--- src/rtl/pkg_teclado.sv ---
// ---------------------------------------------------------------------------
// pkg_teclado
// Shared definitions for the keypad operand-capture block: key-code
// constants, operand limits and the capture FSM state type.
// ---------------------------------------------------------------------------
package pkg_teclado;

  localparam logic [3:0] KEY_CONFIRM = 4'hA;
  localparam logic [3:0] KEY_CLEAR   = 4'hB;
  localparam logic [3:0] KEY_DELETE  = 4'hC;

  localparam int OPERAND_MAX = 255;
  localparam int MAX_DIGITS  = 3;

  typedef enum logic [1:0] {
    E_NUM1  = 2'd0,
    E_NUM2  = 2'd1,
    E_LISTO = 2'd2
  } estado_t;

  // Codes 0x0..0x9 are decimal digits.
  function automatic logic is_digit(input logic [3:0] code);
    return code <= 4'd9;
  endfunction

endpackage

--- src/rtl/module_acum_dec.sv ---
// ---------------------------------------------------------------------------
// module_acum_dec
// One decimal operand accumulator: value register, digit counter and the
// accept/reject decision for a new digit (and, with CAPTURA_BORRAR_EN
// defined, for a delete request).
//
// Ports:
//   clk, rst      clock, asynchronous active-high reset
//   clr           synchronous clear of value and digit count
//   digit_en      a digit key addressed to this operand
//   digit         digit value 0..9
//   del_en        delete request (only with CAPTURA_BORRAR_EN)
//   value         registered operand value
//   has_digits    at least one digit entered
//   reject        combinational: current request is refused this cycle
// ---------------------------------------------------------------------------
module module_acum_dec
  import pkg_teclado::*;
(
  input  logic       clk,
  input  logic       rst,
  input  logic       clr,
  input  logic       digit_en,
  input  logic [3:0] digit,
`ifdef CAPTURA_BORRAR_EN
  input  logic       del_en,
`endif
  output logic [7:0] value,
  output logic       has_digits,
  output logic       reject
);

  logic [1:0]  count;
  logic [11:0] candidate;
  logic        accept;

  // Evaluated at 12 bits so an overflow past 255 is seen before truncation.
  assign candidate  = ({4'd0, value} * 12'd10) + {8'd0, digit};
  assign accept     = digit_en && (count < 2'(MAX_DIGITS))
                      && (candidate <= 12'(OPERAND_MAX));
  assign has_digits = (count != 2'd0);

`ifdef CAPTURA_BORRAR_EN
  assign reject = (digit_en && !accept) || (del_en && (count == 2'd0));
`else
  assign reject = digit_en && !accept;
`endif

  // NOTE: state is updated with non-blocking assignments so every flop
  // samples the pre-edge values, independent of statement order.
  always_ff @(posedge clk or posedge rst) begin
    if (rst) begin
      value <= 8'd0;
      count <= 2'd0;
    end else if (clr) begin
      value <= 8'd0;
      count <= 2'd0;
    end else if (accept) begin
      value <= candidate[7:0];
      count <= count + 2'd1;
    end
`ifdef CAPTURA_BORRAR_EN
    else if (del_en && (count != 2'd0)) begin
      value <= value / 8'd10;
      count <= count - 2'd1;
    end
`endif
  end

endmodule

--- src/rtl/module_captura.sv ---
// ---------------------------------------------------------------------------
// module_captura
// Captures two decimal operands (0..255, up to 3 digits each) from debounced
// keypad events. Confirm moves from operand 1 to operand 2 and then to the
// result phase; clear restarts from any state.
//
// Optional feature: define CAPTURA_BORRAR_EN to enable key 0xC (delete last
// digit). Without it, 0xC is ignored and no divider is built.
//
// Ports:
//   clk, rst    clock, asynchronous active-high reset
//   key_valid   one-cycle keypress strobe
//   key_code    key value, sampled only with key_valid
//   num_1/num_2 registered operands
//   listo_1     high while operand 1 is confirmed
//   listo_2     one-cycle pulse when operand 2 is confirmed
//   listo       high while both operands are confirmed
//   err         one-cycle pulse when a key is rejected
// ---------------------------------------------------------------------------
module module_captura
  import pkg_teclado::*;
(
  input  logic       clk,
  input  logic       rst,
  input  logic       key_valid,
  input  logic [3:0] key_code,
  output logic [7:0] num_1,
  output logic [7:0] num_2,
  output logic       listo_1,
  output logic       listo_2,
  output logic       listo,
  output logic       err
);

  estado_t state_q, state_d;
  logic    clr, en_1, en_2, confirm_err, listo_2_d, err_d;
  logic    has_1, has_2, rej_1, rej_2;
`ifdef CAPTURA_BORRAR_EN
  logic    del_1, del_2;
`endif

  module_acum_dec u_op1 (
    .clk        (clk),
    .rst        (rst),
    .clr        (clr),
    .digit_en   (en_1),
    .digit      (key_code),
`ifdef CAPTURA_BORRAR_EN
    .del_en     (del_1),
`endif
    .value      (num_1),
    .has_digits (has_1),
    .reject     (rej_1)
  );

  module_acum_dec u_op2 (
    .clk        (clk),
    .rst        (rst),
    .clr        (clr),
    .digit_en   (en_2),
    .digit      (key_code),
`ifdef CAPTURA_BORRAR_EN
    .del_en     (del_2),
`endif
    .value      (num_2),
    .has_digits (has_2),
    .reject     (rej_2)
  );

  // NOTE: every signal driven here gets a default first, so no path can
  // leave one unassigned and infer a latch.
  always_comb begin
    state_d     = state_q;
    clr         = 1'b0;
    en_1        = 1'b0;
    en_2        = 1'b0;
    confirm_err = 1'b0;
    listo_2_d   = 1'b0;
`ifdef CAPTURA_BORRAR_EN
    del_1       = 1'b0;
    del_2       = 1'b0;
`endif
    if (key_valid) begin
      if (key_code == KEY_CLEAR) begin
        clr     = 1'b1;
        state_d = E_NUM1;
      end else begin
        unique case (state_q)
          E_NUM1: begin
            if (is_digit(key_code)) en_1 = 1'b1;
            else if (key_code == KEY_CONFIRM) begin
              if (has_1) state_d = E_NUM2;
              else       confirm_err = 1'b1;
            end
`ifdef CAPTURA_BORRAR_EN
            else if (key_code == KEY_DELETE) del_1 = 1'b1;
`endif
          end
          E_NUM2: begin
            if (is_digit(key_code)) en_2 = 1'b1;
            else if (key_code == KEY_CONFIRM) begin
              if (has_2) begin
                state_d   = E_LISTO;
                listo_2_d = 1'b1;
              end else begin
                confirm_err = 1'b1;
              end
            end
`ifdef CAPTURA_BORRAR_EN
            else if (key_code == KEY_DELETE) del_2 = 1'b1;
`endif
          end
          default: ;  // E_LISTO: only clear is acted on
        endcase
      end
    end
    err_d = confirm_err || rej_1 || rej_2;
  end

  always_ff @(posedge clk or posedge rst) begin
    if (rst) begin
      state_q <= E_NUM1;
      listo_2 <= 1'b0;
      err     <= 1'b0;
    end else begin
      state_q <= state_d;
      listo_2 <= listo_2_d;
      err     <= err_d;
    end
  end

  // Level flags are direct decodes of the state register.
  assign listo_1 = (state_q != E_NUM1);
  assign listo   = (state_q == E_LISTO);

endmodule

--- config.mk ---
export PLATFORM = sky130hd
export DESIGN_NAME = module_captura
export DESIGN_NICKNAME = d
export VERILOG_FILES = /design/src/rtl/pkg_teclado.sv /design/src/rtl/module_acum_dec.sv /design/src/rtl/module_captura.sv
export SDC_FILE = /design/constraint.sdc
export NUM_CORES = 1
export LEC_CHECK = 0
export ABC_AREA = 1
export CORE_MARGIN = 5
export CORE_UTILIZATION = 49
export CTS_CLUSTER_DIAMETER = 30
export DETAILED_ROUTE_END_ITERATION = 10
export PLACE_DENSITY_LB_ADDON = 0.15
export SETUP_SLACK_MARGIN = 0.2
export SLEW_MARGIN = 20
export SYNTH_ARGS = -nofsm -noshare
export SYNTH_HDL_FRONTEND = slang
export SYNTH_SLANG_ARGS = --single-unit
--- constraint.sdc ---
create_clock -name clk -period 2.9 [get_ports clk]
set_clock_uncertainty 0.05 [all_clocks]
set_input_delay 0.29 -clock clk [delete_from_list [all_inputs] [get_ports clk]]
set_output_delay 0.29 -clock clk [all_outputs]
set_load 0.02 [all_outputs]
# Yosys cells after proc, flatten, opt, wreduce, memory -nomap -nowiden
# Cells that the tools add are included.
[word_totals]
ff_bits = 24
input_bits = 7
output_inout_bits = 20
word_cells = 86
[op_classes]
add_sub_neg = 4
multipliers = 2
order_cmp = 5
eq_ne = 10
muxes = 40
reduce_logical = 18
[ops]
columns = ["op", "n"]
rows = [
  ["two-way mux 8 bit", 4],
  ["adder 12 x 4 -> 12 bit", 2],
  ["less-or-equal comparator 12 x 8 -> 1 bit, second input constant", 2],
  ["two-way mux 1 bit", 23],
  ["multiplier 8 x 3 -> 11 bit, second input constant", 2],
  ["two-way mux 2 bit", 11],
  ["!= test 3 bit, second input constant", 6],
  ["nonzero test 2 bit", 5],
  ["equality test 4 bit, second input constant", 2],
  ["AND reduction 8 bit", 1],
  ["logical AND 1 bit", 6],
  ["adder 2 x 1 -> 2 bit, second input constant", 2],
  ["less-or-equal comparator 4 bit, second input constant", 1],
  ["< comparator 2 bit, second input constant", 2],
  ["case mux 2 bit (2 select lines)", 1],
  ["nonzero test 3 bit", 1],
  ["equality test 2 x 1 -> 1 bit, second input constant", 1],
  ["equality test 2 bit, second input constant", 1],
  ["zero test 1 bit", 2],
  ["zero test 2 bit", 1],
  ["logical OR 1 bit", 2],
  ["case mux 1 bit (2 select lines)", 1],
]

# Longest topological paths before layout
# Gate-level depths: netlist (run 1).
[logic_depth]
depth_word = 11
mapped_depth = 16

# Cells and area by module
# A second synthesis (run 1) with hierarchy kept.
[unflattened]
cells_unflattened = 351
area_unflattened_um2 = 2474.9
[by_module_without_submodules]
columns = ["module", "instances", "cells_per_inst", "area_per_inst_um2", "seq_area_each_um2"]
rows = [
  ["module_acum_dec at u_op2", 1, 157, 1108.6, 250.2],
  ["module_acum_dec at u_op1", 1, 144, 1074.8, 250.2],
  ["module_captura", 1, 50, 291.5, 100.1],
]

# Worst setup path before layout (run 1)
# OpenSTA, ideal clock, no wires.
[synth_path]
path_type = "register to register"
from = "register u_op1.value[1]"
to = "register u_op1.value[1]"
setup_ns = 0.119
arrival_time_ns = 2.436
setup_slack_ns = 0.295
stages_incl_launch_ff = 14
path_buffers = 1
synth_period_minus_slack_ns = 2.605
cell_sequence = "dfrtp_1 > ha_1 > ha_1 > fa_1 > nand2_1 > nor2_4 > nand2_2 > nor2_2 > nand3_2 > nand2_4 > nand2_4 > buf_8 > nand3_2 > nand2_1"
[synth_via]
elab_chain_len = 5
[synth_rtl]
columns = ["item", "line", "source"]
rows = [
  ["start, declared", "module_acum_dec.sv:28", "output logic [7:0] value,"],
  ["start signal, assigned", "module_acum_dec.sv:59", "value <= candidate[7:0];"],
  ["multiplier 8 x 3 -> 11 bit", "module_acum_dec.sv:38", "assign candidate = ({4'd0, value} * 12'd10) + {8'd0, digit};"],
  ["adder 12 x 4 -> 12 bit", "module_acum_dec.sv:38", ""],
  ["less-or-equal comparator 12 x 8 -> 1 bit", "module_acum_dec.sv:40", "&& (candidate <= 12'(OPERAND_MAX));"],
  ["logical AND 1 bit", "module_acum_dec.sv:40", ""],
  ["nonzero test 2 bit (no source line)", "-", ""],
]
# Every way passes these cells.
# A chain may end at the register's enable or synchronous reset.

# Worst setup path after layout (run 1)
[layout_path]
from = "register u_op1.value[1]"
to = "register u_op1.value[3]"
[layout_via]
elab_chain_len = 5
word_cells_on_any_way = 7
[layout_rtl]
columns = ["item", "line"]
rows = [
  ["multiplier 8 x 3 -> 11 bit *", "module_acum_dec.sv:38"],
  ["adder 12 x 4 -> 12 bit *", "module_acum_dec.sv:38"],
  ["less-or-equal comparator 12 x 8 -> 1 bit", "module_acum_dec.sv:40"],
  ["logical AND 1 bit", "module_acum_dec.sv:40"],
  ["nonzero test 2 bit (no source line)", "-"],
]
# Every way passes the cells marked *; elsewhere a longest branch is shown, timed or not. The select of a mux whose other input is x is not followed.

==> results_dict.tcl, run 1 <==
set metrics [dict create \
    die_area_mm2 0.006099 \
    io_buffers 26 \
    numCtsBuffers 3 \
    tightest_slew_ps 902.9 \
    synth_top_family_by_area "simple AND/OR/NAND/NOR gates" \
    synth-seq-cells 24 \
    grt_pass1_vias 1845 \
    syn_to_final_growth_pct 22.58 \
    dpl.hpwl_um 3966 \
    end_kind "register" \
    path_max_fanout 6 \
    cts_buffer_depth 2 \
    slew_headroom_pct 39.74 \
    p_leak_uw 0.001486 \
    synth_cells 290 \
    report.final.hold_viol_count 0 \
    clock.fmax_mhz 388.3 \
    synth_top_area_share_pct 26.43 \
    clock_latency_ps 260 \
    drc 0 \
    cts_root_buf "clkbuf_8" \
    ys_seq_area_share_pct 26.43 \
    hold_class "in2async" \
    cp-start-kind "register" \
    cts_tree "yes" \
    final_antenna_net_count 0 \
    routabilityCongestion 0.8429 \
    cp.arrival_ps 2680 \
    wl_per_cell_um 13.34 \
    core.rowCount 24 \
    clkSinkCount 24 \
    required_ps 3010 \
    met1_usage_pct 26.54 \
    yosys.area_share.xor_xnor_pct 3.469 \
    syn_nets 335 \
    grt_pass1_wl_um 8845 \
    timing.final.crit_share_pct 88.80 \
    yosysTopAreaCell "dfrtp_1" \
    p_per_area_mw_per_mm2 1177 \
    nets 373 \
    top_usage_layer "met1" \
    overflow 0 \
    yosysWarnings 0 \
    drv_cap 0 \
    start_util_pct 51.47 \
    antenna_found_initial 0 \
    peakVddDrop_mv 0.6666 \
    final_core_util_pct 63.10 \
    die_w_um 78.10 \
    grt_max_degree 25 \
    final_common_cell "nand2_1" \
    drt_iter0_drc 116 \
    num_io_pins 27 \
    synthTopCellsByArea "dfrtp_1 (26%), ha_1 (19%), nand2_1 (12%), nand3_1 (7.7%), inv_1 (5.6%)" \
    yosysUniqueCellTypes 29 \
    post_drt_via_cell_ratio 5.414 \
    avgSynthCellArea_um2 7.835 \
    final.fill_count 412 \
    core_mm2 0.004414 \
    final_cell_mix "nand2_1 (70), inv_1 (33), nand3_1 (33)" \
    drtPass1Iterations 4 \
    synth-adder-area-share_pct 22.25 \
    num_vias 2052 \
    rsz0062_at_grt "no" \
    cts_htree_levels 1 \
    track_usage_pct 17.22 \
    status "finished clean" \
    synth_compound_area_share_pct 4.240 \
    diodes 0 \
    setup_viol 0 \
    syn_area_mm2 0.002272 \
    dp_cells 369 \
    period_needed_ps 2575 \
    grt_use_met2_pct 25.83 \
    muxShareOfSynthArea_pct 0 \
    ctsHoldBuffers 0 \
    drt-total-wl_um 5055 \
    maxSlewViolCount 0 \
    die_h_um 78.10 \
    fin_cells 379 \
    worstSetupPathType "reg2reg" \
    yosys.area_share.simple_pct 35.74 \
    whs_ps 461.9 \
    clk_pin_slew_ps 90 \
    reg2reg_from "u_op1.value[1]" \
    use_met3_pct 2.860 \
    crit_path_start "u_op1.value[1]" \
    tns_ps 0 \
    drive_above_1_share_pct 16.82 \
]
-- flip-flops by register name, summed over array words and instances, names as in the netlist --
name / cells
u_op1.value: 8
u_op2.value: 8
state_q: 2
u_op1.count: 2
u_op2.count: 2
err: 1
listo_2: 1
-- final cells by class --
cell class	instances	area, um2	share of cell area [%]
Clock buffer	3	41.29	1.482
Clock inverter	1	30.03	1.078
Inverter	35	133.9	4.807
Multi-Input combinational cell	225	1551	55.71
Sequential cell	24	601.8	21.61
Tap cell	52	65.06	2.336
Timing Repair Buffer	39	361.6	12.98
-- critical path, stage by stage (launching register included) --
cell	delay [ps]
dfrtp_2	420
ha_1	300
ha_2	200
fa_1	580
nand2_1	100
nor2_4	120
nand2_2	70
nor2_2	100
nand3_2	90
nand2_4	160
nand2_4	120
nand3_2	90
nand2_1	70
-- power breakdown --
group / switching, uW / internal, uW
Combinational: 1360 / 1000
Clock: 110 / 184
Sequential: 147 / 475
Total: 1620 / 1660
-- cells by family (layout without fill, tap and decap cells) --
kind of cell	Yosys count	in the layout
buf+inv	42	78
compound gates	17	17
simple gates	160	161
fa+ha+maj	38	38
xor+xnor	9	9
flops	24	24
-- metrics by stage --
stage / cell area (um2) / total power, uW / worst slack [ps]
6_report: 2785 / 3278 / 324.8
5_1_grt: 2785 / 3613 / 187.5
4_1_cts: 2691 / 3106 / 200.4
3_5_place_dp: 2610 / 2783 / 123.4
3_3_place_gp: 2610 / 2740 / 181.5
2_1_floorplan: 2272 / 2155 / 295.2
-- worst paths after layout --
kind                             endpoint  slack [ps]  cells past startpoint
max reg2reg                u_op1.value[3]         320                     12
min                            state_q[1]         460                      2
min in group clk           u_op2.count[1]         490                      2
min reg2reg                u_op2.count[1]         490                      2
max                        u_op1.value[3]         320                     12
max in group asynchronous  u_op1.value[1]        1730                      2
-- synthesized netlist by cell type --
cell type,n
nor2_2,3
ha_1,34
a22o_1,1
nand2_2,6
xor2_1,7
nor2_1,12
nand3b_1,4
and2_1,1
a21oi_1,11
o21ai_0,3
nand2_4,2
nor2_4,2
inv_2,1
buf_2,2
clkbuf_1,2
fa_1,4
nor3_1,3
dfrtp_1,24
inv_1,34
buf_4,2
o2111ai_1,1
nor4_1,1
o21ai_2,1
nand4_1,9
nand3_2,11
nand2_1,71
buf_8,1
xnor2_1,2
nand3_1,35
-- routing by layer --
layer  vias to the layer above  share of wire [%]
met5                         -                  0
met2                        48                 45
met1                       960                 48
li1                       1042                  -
met3                         2                6.2
met4                         0               0.57
-- timing repair --
action | CTS | global route
buffers inserted | 0 | 5
setup endpoints to repair | 8 | 21
cloned | 0 | 1
pin swaps | 0 | 6
gates resized for setup | 3 | 13
Note: power is estimated with default switching activity, not from simulation.
==> inputs of run 2 (changes only) <==
clock period = 2.2 ns   (was 2.9 ns; I/O delays follow)
==> run 2 against run 1 <==
Compared with the run above:
- the flow now finishes with violations (negative setup slack)
- design area increased by 18%
- die area unchanged
- maximum frequency increased by 5.5%
==> results_dict.tcl, run 2 (synthesis gave the netlist of run 1 again) <==
set metrics [dict create \
    status "finished, violations left" \
    violations "negative setup slack" \
    finalPower_uw 5208 \
    cts_tree "yes" \
    fin_area_mm2 0.003296 \
    clkSinkCount 24 \
    final_antenna_net_count 0 \
    track_usage_pct 19.30 \
    drv_cap 0 \
    nets 414 \
    clock.fmax_mhz 409.6 \
    clock_latency_ps 280 \
    slowest_stage "fa_2" \
    io_buffers 26 \
    syn_to_final_growth_pct 45.04 \
    die_area_mm2 0.006099 \
    cts_buffer_depth 2 \
    path_cells "ha_4, ha_4, inv_2, fa_2, nor2_4, nand3_2, a21oi_2, nand3_1, nand2_2, nor2_4, nand2_2, buf_6, nand3_2, nand2_2" \
    place_ws_ps -326.7 \
    place_area_mm2 0.003014 \
    diodes 0 \
    rsz0062_at_grt "yes" \
    cpPeakStageDelay_ps 570 \
    slew_headroom_pct 75.93 \
    post_drt_via_cell_ratio 5.210 \
    grt_max_degree 25 \
    report.final.hold_viol_count 0 \
    required_ps 2320 \
    core.rowCount 24 \
    grt_pass1_vias 2182 \
    drt_iter0_drc 92 \
    final_common_cell "nand2_1" \
    period_needed_ps 2441 \
    numCtsBuffers 3 \
    timing.final.crit_share_pct 111.0 \
    end_kind "register" \
    wl_per_cell_um 13.85 \
    cts_htree_levels 1 \
    routabilityCongestion 0.8357 \
    top_regs "u_op1.value x8, u_op2.value x8" \
    final_cell_mix "nand2_1 (61), buf_4 (48), inv_1 (32)" \
    peakVddDrop_mv 0.8561 \
    hold_class "in2async" \
    tightest_slew_ps 360.7 \
    setup_viol 21 \
    drc 0 \
    p_leak_uw 0.001685 \
    clk_pin_slew_ps 100 \
    cp.arrival_ps 2560 \
    path_max_fanout 7 \
    fin_ws_ps -241.4 \
    whs_ps 250.8 \
    p_per_area_mw_per_mm2 1580 \
    die_w_um 78.10 \
    worstSetupPathType "reg2reg" \
    core_mm2 0.004414 \
    final_core_util_pct 74.66 \
    grt_pass1_wl_um 9811 \
    die_h_um 78.10 \
    cp-start-kind "register" \
    start_util_pct 51.47 \
    drt-total-wl_um 5816 \
    cts_root_buf "clkbuf_8" \
    drive_above_1_share_pct 34.24 \
    maxSlewViolCount 0 \
    drtPass1Iterations 4 \
    overflow 0 \
    num_vias 2188 \
    dpl.hpwl_um 4466 \
    cp_common_cell "nand2_2" \
    antenna_found_initial 0 \
    num_io_pins 27 \
]
==> run 2: critical path: cells and delay by family, from the launching register on <==
family,cells,cell delay (ps)
AO/OA/AOI/OAI,1,60
buffers and inverters,2,170
adder cells (fa/ha/maj),3,970
AND/OR/NAND/NOR,8,630
flip-flops,1,440
==> run 2: routing by layer <==
| layer | vias to the layer above | share of wire [%] | GRT usage (%) |
|---|---|---|---|
| met4 | 0 | 1.8 | 3.885 |
| met1 | 1013 | 47 | 27.40 |
| met3 | 10 | 4.1 | 2.975 |
| met5 | - | 0 | 0 |
| met2 | 46 | 47 | 31.21 |
| li1 | 1119 | - | - |
==> run 2: worst paths after layout <==
path	from	end	slack (ps)	depth (start not counted)
min in group clk	state_q[0]	state_q[0]	490	2
max in group asynchronous	rst	u_op2.value[1]	1580	3
worst max register to register	u_op2.value[3]	u_op2.value[5]	-240	14
worst max-delay path	u_op2.value[3]	u_op2.value[5]	-240	14
worst min-delay path	rst	u_op1.count[0]	250	3
worst min register to register	state_q[0]	state_q[0]	490	2
==> run 2: timing repair <==
item                                    CTS  global route
gates resized for setup                  12            24
hold buffers                              0             0
endpoints found under the setup margin   21            21
buffers inserted                          2             3
pin swaps                                12             7
==> run 2: final cells by class <==
cell class | instances | area (um2)
multi-input cells | 224 | 1703
well taps | 52 | 65.06
inverters | 35 | 131.4
clock buffers | 3 | 41.29
flip-flops and latches | 24 | 608.1
fillers | 325 | 1119
repair buffers | 81 | 716.9
clock inverters | 1 | 30.03
==> run 2: stage by stage <==
stage	cells	TNS (ps)
6_report	420	-4460
5_1_grt	420	-6820
4_1_cts	417	-4522
3_5_place_dp	411	-5021
3_3_place_gp	411	-3541
2_1_floorplan	290	-4204
==> run 2: where the power goes <==
part / switching (uW) / internal, uW / total [uW]
clock network: 166 / 244 / 410
registers: 174 / 634 / 808
logic: 2030 / 1960 / 3990
==> inputs of run 3 (changes only) <==
CORE_UTILIZATION = 44   (was 49)
SLEW_MARGIN = 10   (was 20)
==> run 3 against run 2 <==
Compared with the run above:
- the flow still finishes with violations (negative setup slack)
- design area grew 1.8%
- cell count grew 4.8%
- combinational power grew 1%
- clock power shrank 2%
- count of clock-buffer cells in the layout is the same
- via count grew 0.18%
- die area grew 9.9%
- sequential power is essentially flat
- worst setup slack gained 21 ps
- non-clock buffer count grew 2
- critical endpoint is now err
- largest power group unchanged
==> results_dict.tcl, run 3 (synthesis gave the netlist of run 1 again) <==
set metrics [dict create \
    status "finished, violations left" \
    violations "negative setup slack" \
    core.rowCount 26 \
    track_usage_pct 18.29 \
    ctsHoldBuffers 0 \
    final_core_util_pct 66.12 \
    finalPower_uw 5236 \
    wl_per_cell_um 13.05 \
    grt_max_degree 25 \
    start_util_pct 44.77 \
    final_cell_mix "nand2_1 (66), buf_4 (51), inv_1 (32)" \
    die_w_um 81.86 \
    die_area_mm2 0.006701 \
    cp-start-kind "register" \
    routabilityCongestion 0.8603 \
    hold_class "in2async" \
    report.final.hold_viol_count 0 \
    tns_ps -3887 \
    overflow 0 \
    period_needed_ps 2420 \
    path_buf_inv 2 \
    cpPeakStageDelay_ps 460 \
    crit_family "adder cells" \
    cp_common_cell "nand3_2" \
    final_common_cell "nand2_1" \
    tightest_slew_ps 357.8 \
    slowest_stage "fa_2" \
    clk_pin_slew_ps 100 \
    drt_iter0_drc 75 \
    grt_pass1_vias 2144 \
    core_mm2 0.005075 \
    diodes 0 \
    setup_viol 21 \
    end_kind "register" \
    path_cells "ha_4, ha_4, inv_2, fa_2, nor2_4, nand3_2, a21oi_2, nand3_1, nand3_2, nand2_2, buf_6, nand2_1, nand3_2" \
    drc 0 \
    num_vias 2192 \
    maxSlewViolCount 0 \
    drive_above_1_share_pct 34.59 \
    final_antenna_net_count 0 \
    place_area_mm2 0.003052 \
    fin_area_mm2 0.003356 \
    cts_root_buf "clkbuf_8" \
    syn_to_final_growth_pct 47.69 \
    post_drt_via_cell_ratio 4.982 \
    drt-total-wl_um 5741 \
    required_ps 2320 \
    path_max_fanout 8 \
    drv_cap 0 \
    drtPass1Iterations 4 \
    rsz0062_at_grt "yes" \
    final.fill_count 433 \
    fin_ws_ps -220.2 \
    slew_headroom_pct 76.12 \
    num_io_pins 27 \
    cts_buffer_depth 2 \
    grt_pass1_wl_um 9625 \
    top_regs "u_op1.value x8, u_op2.value x8" \
    die_h_um 81.86 \
    clock.fmax_mhz 413.2 \
    cts_tree "yes" \
    cp.arrival_ps 2540 \
    io_buffers 26 \
    nets 416 \
    place_ws_ps -284.5 \
    p_per_area_mw_per_mm2 1560 \
    antenna_found_initial 0 \
    numCtsBuffers 3 \
    p_leak_uw 0.001721 \
    cts_htree_levels 1 \
    peakVddDrop_mv 0.8152 \
    timing.final.crit_share_pct 110.0 \
    clkSinkCount 24 \
    clock_latency_ps 270 \
    worstSetupPathType "reg2reg" \
    dpl.hpwl_um 4382 \
]
## run 3: cell types whose count changed in the layout (fill, tap and decap cells not counted), sizes merged
cell,previous run,this run
buf,55,57
## run 3: final timing paths
path,from,to,slack (ps),depth (start not counted)
max reg2reg,u_op2.value[3],err,-220,13
max,u_op2.value[3],err,-220,13
max in group asynchronous,rst,u_op2.value[1],1560,3
min,rst,u_op1.count[1],260,3
min reg2reg,state_q[0],state_q[0],490,2
min in group clk,state_q[0],state_q[0],490,2
## run 3: metrics by stage
stage	hold WS (ps)	instances
2_1_floorplan	184.2	290
3_3_place_gp	466.1	431
3_5_place_dp	475.3	431
4_1_cts	266.2	436
5_1_grt	294.3	440
6_report	255.2	440
## run 3: layout make-up
type | instances | area (um2) | share of cell area (%)
inverters | 35 | 131.4 | 3.915
well taps | 70 | 87.58 | 2.610
clock inverters | 1 | 30.03 | 0.8949
flip-flops and latches | 24 | 608.1 | 18.12
multi-input cells | 224 | 1729 | 51.53
clock buffers | 3 | 41.29 | 1.230
repair buffers | 83 | 728.2 | 21.70
## run 3: per-layer routing
layer | part of all wire [%] | vias up | wire [um] | global-route usage [%]
met2 | 47 | 36 | 2682 | 30.37
met1 | 50 | 1031 | 2864 | 25.70
met3 | 2.8 | 4 | 161 | 2.303
li1 | - | 1121 | - | -
met4 | 0.56 | 0 | 32 | 2.990
met5 | 0 | - | 0 | 0
## run 3: power breakdown
part / switching [uW] / internal, uW / leakage [uW]
Sequential: 173 / 634 / 0.000305
Clock: 159 / 244 / 0.0000357
Combinational: 2040 / 1990 / 0.00138
## run 3: worst reg2reg max path, cell delays in order, from the launching register on
cell and delay [ps]:
dfrtp_2 440, ha_4 250, ha_4 160, inv_2 50, fa_2 460, nor2_4 120
nand3_2 90, a21oi_2 180, nand3_1 100, nand3_2 90, nand2_2 70, buf_6 140
nand2_1 70, nand3_2 60
## run 3: timing repair
action / 4_1_cts / 5_1_grt
resized for setup: 14 / 23
setup endpoints to repair: 21 / 21
setup buffers: 1 / 4
pin swaps: 5 / 9
